==> src/rtl/adder_stream_rx.sv <==
// Bit-serial full-adder stream receiver: frame alignment, P1/P2/P3 deserialisation, valid/ready holding buffer.
// Optional phase-legality checking on err is compiled in with `define ADDER_RX_PHASE_CHK_EN.
module adder_stream_rx #(
   parameter int WIDTH     = 8,
   parameter int START_LAT = 2
) (
   input  logic             CLK,
   input  logic             RST,
   input  logic             start,
   input  logic             abort,
   input  logic             S_IN,
   input  logic             COUT_IN,
   input  logic             out_ready,
   output logic             out_valid,
   output logic [WIDTH-1:0] sum_word,
   output logic [WIDTH-1:0] carry_word,
   output logic             busy,
   output logic             ovf,
   output logic             err
);

   localparam int NPAIR = WIDTH / 2;
   localparam int KW    = (NPAIR > 1) ? $clog2(NPAIR) : 1;
   localparam logic [KW-1:0] K_LAST     = KW'(NPAIR - 1);
   localparam logic [3:0]    ALIGN_LAST = (START_LAT == 0) ? 4'd0 : 4'(START_LAT - 1);

   typedef enum logic [2:0] {IDLE, ALIGN, P1, P2, P3} state_t;

   state_t            state, state_nxt;
   logic [3:0]        align_cnt, align_nxt;
   logic [KW-1:0]     k, k_nxt;
   logic [WIDTH-1:0]  sum_sh, carry_sh;
   logic [WIDTH-1:0]  sum_asm, carry_asm;
   logic              complete, kill, clr_flags;
   logic              load, drop;

   always_comb begin
      state_nxt = state;
      align_nxt = align_cnt;
      k_nxt     = k;
      sum_asm   = sum_sh;
      carry_asm = carry_sh;
      complete  = 1'b0;
      kill      = 1'b0;
      clr_flags = 1'b0;
      case (state)
         IDLE: begin
            if (start) begin
               clr_flags = 1'b1;
               align_nxt = 4'd0;
               state_nxt = (START_LAT == 0) ? P1 : ALIGN;
            end
         end
         ALIGN: begin
            if (align_cnt == ALIGN_LAST) begin
               align_nxt = 4'd0;
               state_nxt = P1;
            end else begin
               align_nxt = align_cnt + 4'd1;
            end
         end
         P1: begin
            sum_asm[{k, 1'b0}] = S_IN;
            state_nxt = P2;
         end
         P2: begin
            carry_asm[{k, 1'b0}] = COUT_IN;
            state_nxt = P3;
         end
         P3: begin
            sum_asm[{k, 1'b1}]   = S_IN;
            carry_asm[{k, 1'b1}] = COUT_IN;
            state_nxt = P1;
            if (k == K_LAST) begin
               complete = 1'b1;
               k_nxt    = '0;
            end else begin
               k_nxt = k + KW'(1);
            end
         end
         default: state_nxt = IDLE;
      endcase
      // abort outranks everything except reset, including a completing P3 edge
      if (abort && state != IDLE) begin
         state_nxt = IDLE;
         align_nxt = 4'd0;
         k_nxt     = '0;
         complete  = 1'b0;
         kill      = 1'b1;
      end
   end

   assign load = complete && (!out_valid || out_ready);
   assign drop = complete && out_valid && !out_ready;
   assign busy = (state != IDLE);

   always_ff @(posedge CLK or posedge RST) begin
      if (RST) begin
         state     <= IDLE;
         align_cnt <= 4'd0;
         k         <= '0;
         sum_sh    <= '0;
         carry_sh  <= '0;
      end else begin
         state     <= state_nxt;
         align_cnt <= align_nxt;
         k         <= k_nxt;
         sum_sh    <= (complete || kill) ? '0 : sum_asm;
         carry_sh  <= (complete || kill) ? '0 : carry_asm;
      end
   end

   always_ff @(posedge CLK or posedge RST) begin
      if (RST) begin
         out_valid  <= 1'b0;
         sum_word   <= '0;
         carry_word <= '0;
         ovf        <= 1'b0;
      end else begin
         if (load) begin
            out_valid  <= 1'b1;
            sum_word   <= sum_asm;
            carry_word <= carry_asm;
         end else if (out_valid && out_ready) begin
            out_valid <= 1'b0;
         end
         if (clr_flags)
            ovf <= 1'b0;
         else if (drop)
            ovf <= 1'b1;
      end
   end

`ifdef ADDER_RX_PHASE_CHK_EN
   logic phase_bad;
   assign phase_bad = !abort && ((state == P1 && COUT_IN) || (state == P2 && S_IN));

   always_ff @(posedge CLK or posedge RST) begin
      if (RST)
         err <= 1'b0;
      else if (clr_flags)
         err <= 1'b0;
      else if (phase_bad)
         err <= 1'b1;
   end
`else
   assign err = 1'b0;
`endif

endmodule

==> config.mk <==
export PLATFORM = sky130hd
export DESIGN_NAME = adder_stream_rx
export DESIGN_NICKNAME = d
export VERILOG_FILES = /design/src/rtl/adder_stream_rx.sv
export SDC_FILE = /design/constraint.sdc
export NUM_CORES = 1
export LEC_CHECK = 0
export BUFFER_PORTS_ARGS = -buffer_cell sky130_fd_sc_hd__buf_2
export CORE_UTILIZATION = 64
export CTS_BUF_LIST = sky130_fd_sc_hd__clkbuf_8
export DETAILED_ROUTE_END_ITERATION = 8
export PLACE_DENSITY = 0.94
export SYNTH_ARGS = -nofsm -noshare
export SYNTH_HDL_FRONTEND = slang
export SYNTH_SLANG_ARGS = --single-unit
==> constraint.sdc <==
create_clock -name CLK -period 4.4 [get_ports CLK]
set_input_delay 0 -clock CLK [delete_from_list [all_inputs] [get_ports CLK]]
set_output_delay 0 -clock CLK [all_outputs]
set_load 0.005 [all_outputs]
# [Word level (Yosys, flattened, before mapping)]
# Cells that the tools add are included.
# W data, S select, Z words.
[op_classes] div=0 n_mul=0 add_sub_neg=2 magnitude_cmp=4 shifts=0 n_mux=33 n_eq_ne=8 bitwise=0 n_reduce_logical=19
[ops] operator="$bwmux W8" n=4
[ops] operator="$pmux W8 S2" n=2
[ops] operator="$mux W8" n=2
[ops] operator="$pmux W3 S5" n=1
[ops] operator="$mux W1" n=12
[ops] operator="$mux W4" n=3
[ops] operator="$mux W3" n=3
[ops] operator="$lt A3 B4 Y1 const B" n=2
[ops] operator="$pmux W4 S2" n=1
[ops] operator="$logic_and A1 B1 Y1" n=7
[ops] operator="$eq A3 B2 Y1 const B" n=2
[ops] operator="$ge A3 B1 Y1 const B" n=2
[ops] operator="$mux W2" n=3
[ops] operator="$ne A3 B3 Y1 const B" n=2
[ops] operator="$reduce_bool A2 Y1" n=3
[ops] operator="$reduce_bool A3 Y1" n=2
[ops] operator="$add A4 B1 Y4 const B" n=1
[ops] operator="$demux W1 S2" n=2
[ops] operator="$eq A4 B1 Y1 const B" n=1
[ops] operator="$reduce_and A2 Y1" n=2
[ops] operator="$eq A3 B1 Y1 const B" n=1
[ops] operator="$eq A3 B3 Y1 const B" n=1
[ops] operator="$logic_not A3 Y1" n=1
[ops] operator="$add A2 B1 Y2 const B" n=1
[ops] operator="other kinds (3)" n=5
[word_totals] wordCells=75 in_bits=7 latch_bits=0 ramBits=0 output_inout_bits=20 mem_count=0 mem_bits_ro=0 regBits=43

# [Depth between registers and ports, before layout]
[depth] depth_word=8 depth_mapped=6 mapped_depth_nobuf=5

# [Least setup slack after synthesis]
# Ideal clock, no wire load.
[synth_path] path_kind="flip-flop to flip-flop" startpoint="register k[0]" endpoint="register carry_word[7]" setup_time_ns=0.125 required_time_ns=4.275 slack_ns=2.783 n_path_buf=1 synth_period_minus_slack_ns=1.617 stages_incl_launch_ff=6 t_arrival_ns=1.492 cell_sequence="dfrtp_1 > ha_1 > nor4b_2 > and3b_1 > buf_6 > mux2_2"
[synth_between] elab_chain_cells=6 elab_cells_between_ends=12 classes_between="2 x order compare; 1 x eq/ne; 7 x mux; 2 x reduce/logical"
[synth_lines] element="start: declaration" line_no="31" text="logic [KW-1:0] k, k_nxt;"
[synth_lines] element="start signal: assignment" line_no="107" text="k <= k_nxt;"
[synth_lines] element="$lt A3 B4 Y1 (not written as such) or $ge A3 B1 Y1 (tied branches)" line_no="72" text="carry_asm[{k, 1'b1}] = COUT_IN;"
[synth_lines] element="$logic_and A1 B1 Y1 (not written as such)" line_no="72"
[synth_lines] element="$mux W1 (not written as such)" line_no="72"
[synth_lines] element="$demux W1 S2" line_no="72"
[synth_lines] element="$bwmux W8" line_no="72"
[synth_lines] element="$pmux W8 S2" line_no="46" text="case (state)"
[synth_lines] element="end signal: assignment" line_no="123" text="carry_word <= carry_asm;"
[synth_lines] element="end: declaration" line_no="16" text="output logic [WIDTH-1:0] carry_word,"
# Several ways; a longest one is shown, not always the timed one.
# A chain may end at the register's enable or synchronous reset.

# [Worst setup path in the final report]
[layout_path] startpoint="register state[0]" endpoint="register carry_word[7]"
[layout_between] elab_chain_cells=4 elab_cells_between_ends=8 classes_between="2 x eq/ne; 3 x mux; 3 x reduce/logical"
[layout_lines] element="start: declaration" line_no="29" text="state_t state, state_nxt;"
[layout_lines] element="start signal: assignment" line_no="105" text="state <= state_nxt;"
[layout_lines] element="$eq A3 B3 Y1 or $reduce_bool A3 Y1 (tied branches)" line_no="46, 84"
[layout_lines] element="$mux W1 or $logic_and A1 B1 Y1 (tied branches)" line_no="46, 84"
[layout_lines] element="$mux W1" line_no="84" text="if (abort && state != IDLE) begin"
[layout_lines] element="$logic_and A1 B1 Y1" line_no="93" text="assign load = complete && (!out_valid || out_ready);"
# Several ways; a longest one is shown, not always the timed one.

==> impl_metrics.tcl <==
set metrics [dict create \
    run_status "complete, no violations" \
    r2r_end "carry_word[7]" \
    grt_pass1_vias 1388 \
    crit_arrival_ns 2.66 \
    cp_max_fo 25 \
    clock_sinks 42 \
    wl_um 4083 \
    place_hpwl_um 2668 \
    maxCapViolCount 0 \
    synth_top_flop_cell "dfrtp_1" \
    synth_area_mm2 0.002112 \
    fmax_mhz 404.9 \
    hold_viol_final 0 \
    fin_setup_tns_ns 0 \
    fp-row-count 20 \
    die_area_mm2 0.003534 \
    cp.depth 3 \
    n_antenna_cell 0 \
    die-height_um 59.45 \
    die_w_um 59.45 \
    synth-seq-cells 42 \
    finalClockSkew_ns 0.003332 \
    path_class "flop to flop" \
    yosysTopAreaCellShare_pct 49.76 \
    io_pins 27 \
    period_share_pct 56.13 \
    ant_nets 0 \
    synth_warnings 0 \
    cp_top_family "simple AND/OR/NAND/NOR gates" \
    yosysSeqAreaShare_pct 49.76 \
    required_ns 4.59 \
    wl_per_cell_um 16.20 \
    synthesis.nets 197 \
    end_kind "flop" \
    final_common_cell "dfrtp_1" \
    cp.buffers_inverters 0 \
    worstHoldStart "out_ready" \
    gp_congestion 0.8147 \
    vias 1415 \
    ff_latch_area_mm2 0.001051 \
    crit_slowest_cell "and3b_1" \
    port_buffers 25 \
    path_cells "nor4b_2 > and3b_1 > mux2_2" \
    cts_buffers 5 \
    clk_pin_slew_worst_paths_ns 0.08 \
    gr-total-overflow 0 \
    drtPass1Iterations 4 \
    power.density_mw_per_mm2 431.5 \
    maxSlewViolCount 0 \
    worstMarginPinSlew_ns 0.9136 \
    start_util_pct 68.06 \
    rsz0062_at_grt "false" \
    final_nets 222 \
    layout_common_cells "42 x dfrtp_1, 31 x mux2i_1, 25 x buf_2, 21 x inv_1, 16 x nor2_1" \
    h-tree-depth 2 \
    worstSetupStartpointType "flop" \
    first_iter_violations 38 \
    syn_area_per_cell_um2 11.60 \
    cpPeakStageDelay_ns 0.83 \
    stdcell_count 252 \
    vdd_drop_max_v 0.0002440 \
    grt_max_degree 43 \
    ys_types 40 \
    coreArea_mm2 0.003103 \
    maxSlewHeadroom_pct 39.09 \
    period_needed_ns 2.470 \
    synthToLayoutAreaGrowth_pct 12.03 \
    post_cts_buffers 0 \
    async_reset_ff_share_pct 100.0 \
    yosys-top-cells-area "dfrtp_1 50%, mux2i_1 15%, and4bb_2 5.3%" \
    placed_cells 241 \
    min_to "out_valid" \
    drive_gt1_share_pct 24.52 \
    syn-instance-count 182 \
    drc 0 \
    hold_depth 3 \
    synth_edf_count 0 \
    grt_pass1_wl_um 6637 \
    vias_per_cell 5.615 \
    nFillCells 230 \
    synth.largest_area_cell "dfrtp_1" \
    rrSetupSlack_ns 1.93 \
    multi_input_area_um2 904.6 \
    grt_usage_pct 26.55 \
    clockBufferDepth 2 \
    clock_latency_ns 0.30 \
    grt_antenna_before_repair 0 \
    reg2reg_from "state[0]" \
    ff2ff_path_depth 3 \
    setup_viol 0 \
    root_buffer "clkbuf_8" \
    tritoncts "yes" \
    hold_class "primary input to flop" \
    leakage_nw 1.122 \
]
[state kept, by name (all words and copies together), names as in the netlist]
| name | flops |
|---|---|
| carry_word | 8 |
| k | 2 |
| align_cnt | 4 |
| sum_sh | 8 |
| state | 3 |
| sum_word | 8 |
| ovf | 1 |
| carry_sh | 7 |
| out_valid | 1 |
[metal layers]
layer / wire length, µm / up-vias / track usage (%)
met5: 0 / - / 0
met4: 87 / 0 / 11.56
met3: 134 / 11 / 6.550
met2: 2009 / 32 / 43.82
met1: 1852 / 698 / 33.04
li1: - / 674 / -
[logic make-up after synthesis]
group | after synthesis | share of synthesized area, %
AOI/OAI and AO/OA | 18 | 5.925
and+or+nand+nor | 46 | 15.52
muxes | 32 | 15.23
adders and majority gates | 8 | 4.740
other | 1 | 0.1776
buffers and inverters | 32 | 7.405
DFF | 42 | 49.76
xor gates and xnor gates | 3 | 1.244
[how the worst max path moves through the flow]
stage                        start       endpoint
after global placement    state[0]  carry_word[7]
after detailed placement  state[0]  carry_word[7]
after global routing      state[0]  carry_word[7]
after CTS                 state[0]  carry_word[7]
final                     state[0]  carry_word[7]
after floorplan               k[0]  carry_word[7]
[synthesized netlist by cell type (3+ instances only)]
master and n:
nor2_1 16, o21ai_0 4, inv_1 21, dfrtp_1 42
buf_2 4, ha_1 8, mux2i_1 31, and4bb_2 9
clkbuf_1 3, nand4b_1 4
[through the flow]
step,instance area [µm²],worst slack [ns],utilization (%),total power (W),hold WS (ns)
floorplan,2112,2.783,-,0.0006627,0.06619
CTS,2366,1.940,76.25,0.001017,0.03592
detailed placement,2222,1.980,71.61,0.0007078,0.1523
global route,2366,1.820,76.25,0.001070,0.03429
finish,2366,1.930,76.25,0.001021,0.04583
global placement,2222,2.121,71.61,0.0006866,0.1373
[area by class of cell]
class / count / area share, %
clock buffers: 5 / 2.909
clock inverters: 3 / 1.904
flip-flops and latches: 42 / 44.42
multi-input cells: 108 / 38.23
well taps: 44 / 2.327
inverters: 21 / 3.332
repair buffers: 29 / 6.875
[report_power, final]
group	total [W]	switching [W]	internal [W]
logic	0.000221	0.000120	0.000101
registers	0.000491	0.0000753	0.000416
clock network	0.000308	0.000140	0.000169
[tightest hold or removal path: cells and delay by family]
family | cells | cell delay (ns)
simple gates | 1 | 0.06
compound gates | 1 | 0.17
buf+inv | 1 | 0.08
[repair_timing]
item                                   in CTS  in global routing
hold buffers                                3                  0
setup endpoints to repair                   0                  0
endpoints found under the hold margin      45                  0
resized for setup                           0                  0
Note: power is estimated with default switching activity, not from simulation.
